`src/rtl/tick_delay_timer.sv`:
```
// Tick-counting delay timer: after start, counts delayPeriod tick strobes, then pulses done.
// Optional periodic mode: define TICK_DELAY_AUTORELOAD_EN to reload from delayPeriod on every done.
module tick_delay_timer #(
    parameter int W = 16
) (
    input  logic         clk,
    input  logic         reset,
    input  logic         tick,
    input  logic         start,
    input  logic         abort,
    input  logic [W-1:0] delayPeriod,
    output logic         busy,
    output logic         done,
    output logic [W-1:0] remaining
);

    typedef enum logic [1:0] {
        ST_IDLE = 2'd0,
        ST_RUN  = 2'd1,
        ST_DONE = 2'd2
    } state_t;

    state_t         state_r;
    state_t         state_nxt_s;
    logic [W-1:0]   remaining_r;
    logic [W-1:0]   remaining_nxt_s;
    logic           busy_r;
    logic           done_r;

    // Next-state and next-count decode
    always_comb begin
        state_nxt_s     = state_r;
        remaining_nxt_s = remaining_r;
        case (state_r)
            ST_IDLE: begin
                if (start && !abort) begin
                    remaining_nxt_s = delayPeriod;
                    if (delayPeriod != {W{1'b0}}) begin
                        state_nxt_s = ST_RUN;
                    end else begin
                        state_nxt_s = ST_DONE;
                    end
                end else begin
                    state_nxt_s = ST_IDLE;
                end
            end
            ST_RUN: begin
                // abort has priority over a coincident tick
                if (abort) begin
                    state_nxt_s     = ST_IDLE;
                    remaining_nxt_s = {W{1'b0}};
                end else if (tick) begin
                    if (remaining_r <= {{(W-1){1'b0}}, 1'b1}) begin
                        state_nxt_s     = ST_DONE;
                        remaining_nxt_s = {W{1'b0}};
                    end else begin
                        remaining_nxt_s = remaining_r - {{(W-1){1'b0}}, 1'b1};
                    end
                end else begin
                    state_nxt_s = ST_RUN;
                end
            end
            ST_DONE: begin
                if (abort) begin
                    state_nxt_s     = ST_IDLE;
                    remaining_nxt_s = {W{1'b0}};
                end else begin
`ifdef TICK_DELAY_AUTORELOAD_EN
                    remaining_nxt_s = delayPeriod;
                    if (delayPeriod != {W{1'b0}}) begin
                        state_nxt_s = ST_RUN;
                    end else begin
                        state_nxt_s = ST_IDLE;
                    end
`else
                    state_nxt_s = ST_IDLE;
`endif
                end
            end
            default: begin
                state_nxt_s     = ST_IDLE;
                remaining_nxt_s = {W{1'b0}};
            end
        endcase
    end

    // State, count and output registers; status flags are registered from the next state
    always_ff @(posedge clk or negedge reset) begin
        if (!reset) begin
            state_r     <= ST_IDLE;
            remaining_r <= {W{1'b0}};
            busy_r      <= 1'b0;
            done_r      <= 1'b0;
        end else begin
            state_r     <= state_nxt_s;
            remaining_r <= remaining_nxt_s;
            busy_r      <= (state_nxt_s != ST_IDLE);
            done_r      <= (state_nxt_s == ST_DONE);
        end
    end

    assign busy      = busy_r;
    assign done      = done_r;
    assign remaining = remaining_r;

endmodule
```
`config.mk`:
```
export PLATFORM = sky130hd
export DESIGN_NAME = tick_delay_timer
export DESIGN_NICKNAME = d
export VERILOG_FILES = /design/src/rtl/tick_delay_timer.sv
export SDC_FILE = /design/constraint.sdc
export NUM_CORES = 1
export LEC_CHECK = 0
export BUFFER_PORTS_ARGS = -buffer_cell sky130_fd_sc_hd__buf_2
export CAP_MARGIN = 25
export CORE_MARGIN = 5
export CORE_UTILIZATION = 51
export CTS_CLUSTER_DIAMETER = 50
export DETAILED_ROUTE_END_ITERATION = 8
export GPL_ROUTABILITY_DRIVEN = 0
export PLACE_DENSITY_LB_ADDON = 0.08
export SLEW_MARGIN = 15
export SYNTH_ARGS = -nofsm -noshare
export SYNTH_HDL_FRONTEND = slang
export SYNTH_SLANG_ARGS = --single-unit
export TNS_END_PERCENT = 50
```
`constraint.sdc`:
```
create_clock -name clk -period 3.05 [get_ports clk]
set_input_delay 0.61 -clock clk [delete_from_list [all_inputs] [get_ports clk]]
set_output_delay 0.61 -clock clk [all_outputs]
set_load 0.05 [all_outputs]
```
==> flow_metrics.env <==
export IMPL_status="complete, no violations"
export IMPL_synthSimpleGateAreaFrac_pct=26.76
export IMPL_power_internal_mw=0.4904
export IMPL_grt_max_degree=21
export IMPL_finalSetupTns_ns=0
export IMPL_slew_viol_final=0
export IMPL_ys_warnings_count=0
export IMPL_drtAntennaViolNets=0
export IMPL_ys_ff_latch=20
export IMPL_synth_area_per_cell_um2=8.750
export IMPL_pwr_share_comb_pct=48.3
export IMPL_hp_class="in2async"
export IMPL_drive_above_1_share_pct=26.23
export IMPL_max_slew_margin_pct=41.44
export IMPL_grt_pass1_vias=1447
export IMPL_cts_buffer_depth=2
export IMPL_ys_seq_area_share_pct=38.65
export IMPL_track_usage_pct=23.60
export IMPL_totalWireLength_um=3884
export IMPL_arrival_ns=2.72
export IMPL_clkTransAtPathRegs_ns=0.11
export IMPL_synth_ff_type="dfrtp_1"
export IMPL_yosysTopAreaCellShare_pct=38.65
export IMPL_grt_setup_unrepaired="no"
export IMPL_start_kind="flip-flop"
export IMPL_cp_required_ns=3.24
export IMPL_clk_latency_ns=0.30
export IMPL_fp_dieH_um=60.39
export IMPL_postSynthCellCount=148
export IMPL_swShare_pct=51.02
export IMPL_synth_cell_type_count=44
export IMPL_finalSetupViolations=0
export IMPL_pwr_share_clk_pct=12.7
export IMPL_dp_hpwl_um=2861
export IMPL_synth_area_top_cells="dfrtp_1, o21ai_0, a21oi_1"
export IMPL_rows=18
export IMPL_async_flop_share_pct=100.0
export IMPL_period_share_pct=82.80
export IMPL_vdd_drop_max_v=0.0004322
export IMPL_drc=0
export IMPL_cts_buffers_inserted=3
export IMPL_p_switching_mw=0.5108
export IMPL_core_area_mm2=0.002455
export IMPL_cts_tree="yes"
export IMPL_synth_top_area_cell="dfrtp_1"
export IMPL_overflow=0
export IMPL_clock_fmax_mhz=396.0
export IMPL_skew_ns=0.007500
export IMPL_synth_adder_area_share_pct=1.932
export IMPL_synth_top_family_by_area="compound AO/OA/AOI/OAI gates"
export IMPL_root_buffer="clkbuf_4"
export IMPL_die_w_um=60.39
export IMPL_cellPowerDensity_mw_per_mm2=663.0
export IMPL_num_io_pins=39
export IMPL_final_nets=208
export IMPL_htreeDepth=1
export IMPL_hold_buffers=0
export IMPL_fin_crit_ns=2.525
export IMPL_drt_iter0_drc=78
export IMPL_worstPathMaxFanout=12
export IMPL_cap_viol_max_count=0
export IMPL_pwr_share_seq_pct=39.0
export IMPL_placed_cell_area_mm2=0.001488
export IMPL_tightest_slew_ns=0.8717
export IMPL_endpoint_kind="flip-flop"
export IMPL_place_ws_ns=0.6067
export IMPL_antenna_found_initial=0
export IMPL_firstDrtPassIters=4
export IMPL_synth_area_mux_share_pct=0
export IMPL_antenna_cells=0
export IMPL_post_cts_setup_buffers=0
export IMPL_viasPerCell=6.761
export IMPL_hold_viol=0
export IMPL_dieArea_mm2=0.003647
export IMPL_io_buffers=38
export IMPL_final_area_mm2=0.001510
export IMPL_synth_area_mm2=0.001295
export IMPL_cts_resized=0
export IMPL_cts_sinks=20
export IMPL_synth_compound_area_share_pct=27.34
export IMPL_p_leak_nw=0.6760
export IMPL_grt_pass1_wl_um=6430
export IMPL_synth_edf_count=0
export IMPL_critPathKind="reg2reg"
export IMPL_power_mw=1.001
export IMPL_setup_ws_ns=0.5247
export IMPL_synthXorXnorAreaFrac_pct=0
export IMPL_start_util_pct=52.75
export IMPL_syn2layout_area_growth_pct=16.62
export IMPL_num_vias=1440
export IMPL_synth_fp_nets=171
export IMPL_wire_per_inst_um=18.23
[placed cells by master, fill, tap and decap left out, types with 2 or more instances in the layout]
cell type   n
a21boi_0    2
a21o_1      2
a21oi_1    10
a221o_1     4
a32oi_1     2
and3_1      2
buf_2      38
buf_4       2
clkbuf_4    3
dfrtp_1    20
ha_1        2
inv_1       5
nand2_1     8
nand2b_1    2
nand3_1     7
nand4_1     4
nor2_1      8
nor3_1      8
nor3b_1     2
nor4_1      8
o21ai_0    16
o2bb2ai_1   2
or4_1       6
[cell type report]
type | count | area (µm²)
inverter | 5 | 18.77
tap | 30 | 37.54
multi-input combinational | 115 | 725.7
clock buffer | 3 | 22.52
sequential | 20 | 500.5
timing repair buffer | 40 | 205.2
fill | 232 | 944.7
[registers in the layout, summed over array words and instances (netlist names)]
name,cells
busy,1
remaining,16
done,1
state_r,2
[worst paths after layout]
check	startpoint	end	slack, ns	cells after the start
max in group asynchronous	reset	remaining[13]$_DFFE_PN0P_	2.50	1
setup reg to reg	remaining[13]$_DFFE_PN0P_	remaining[12]$_DFFE_PN0P_	0.52	5
hold / removal	reset	busy$_DFF_PN0_	0.23	1
hold reg to reg	remaining[15]$_DFFE_PN0P_	remaining[15]$_DFFE_PN0P_	0.54	1
setup / recovery	remaining[13]$_DFFE_PN0P_	remaining[12]$_DFFE_PN0P_	0.52	5
min in group clk	remaining[15]$_DFFE_PN0P_	remaining[15]$_DFFE_PN0P_	0.54	1
[per-layer routing]
layer / routed length [µm] / up-vias / track usage [%]
met4: 96 / 0 / 14.87
met2: 1866 / 73 / 38.73
met3: 350 / 11 / 3.617
met1: 1571 / 692 / 28.91
met5: 0 / - / 0
li1: - / 664 / -
[power by group through the flow]
stage	Sequential (mW)	Combinational (mW)	Clock, mW
2_1_floorplan	0.549	0.200	0
3_3_place_gp	0.388	0.477	0
3_5_place_dp	0.395	0.481	0
4_1_cts	0.390	0.482	0.133
5_1_grt	0.403	0.518	0.148
6_report	0.391	0.483	0.127
[worst max-delay path: stages (launching register included)]
cell     delay [ns]
dfrtp_1        0.44
or4_1          0.55
or3_1          0.49
o21ai_2        0.46
o21ai_0        0.17
a221o_1        0.31
[logic make-up after synthesis]
logic type      Yosys count
compound gates           52
fa+ha+maj                 2
buf+inv                  13
flops                    20
simple gates             61
[stage by stage]
| stage | utilization (%) | cells | hold slack, ns |
|---|---|---|---|
| floorplan | - | 148 | 0.3144 |
| global placement | 60.60 | 210 | 0.5153 |
| detailed placement | 60.60 | 210 | 0.5197 |
| CTS | 61.52 | 213 | 0.2471 |
| global route | 61.52 | 213 | 0.2521 |
| finish | 61.52 | 213 | 0.2339 |
[synthesized netlist by cell type, types with 4 or more instances]
master / instances
o21ai_0: 16
inv_1: 5
nor4_1: 8
a21oi_1: 10
a221o_1: 4
nor2_1: 8
dfrtp_1: 20
nand3_1: 7
or4_1: 6
nand4_1: 4
clkbuf_1: 4
nand2_1: 8
nor3_1: 8
(Power assumes the default switching activity.)
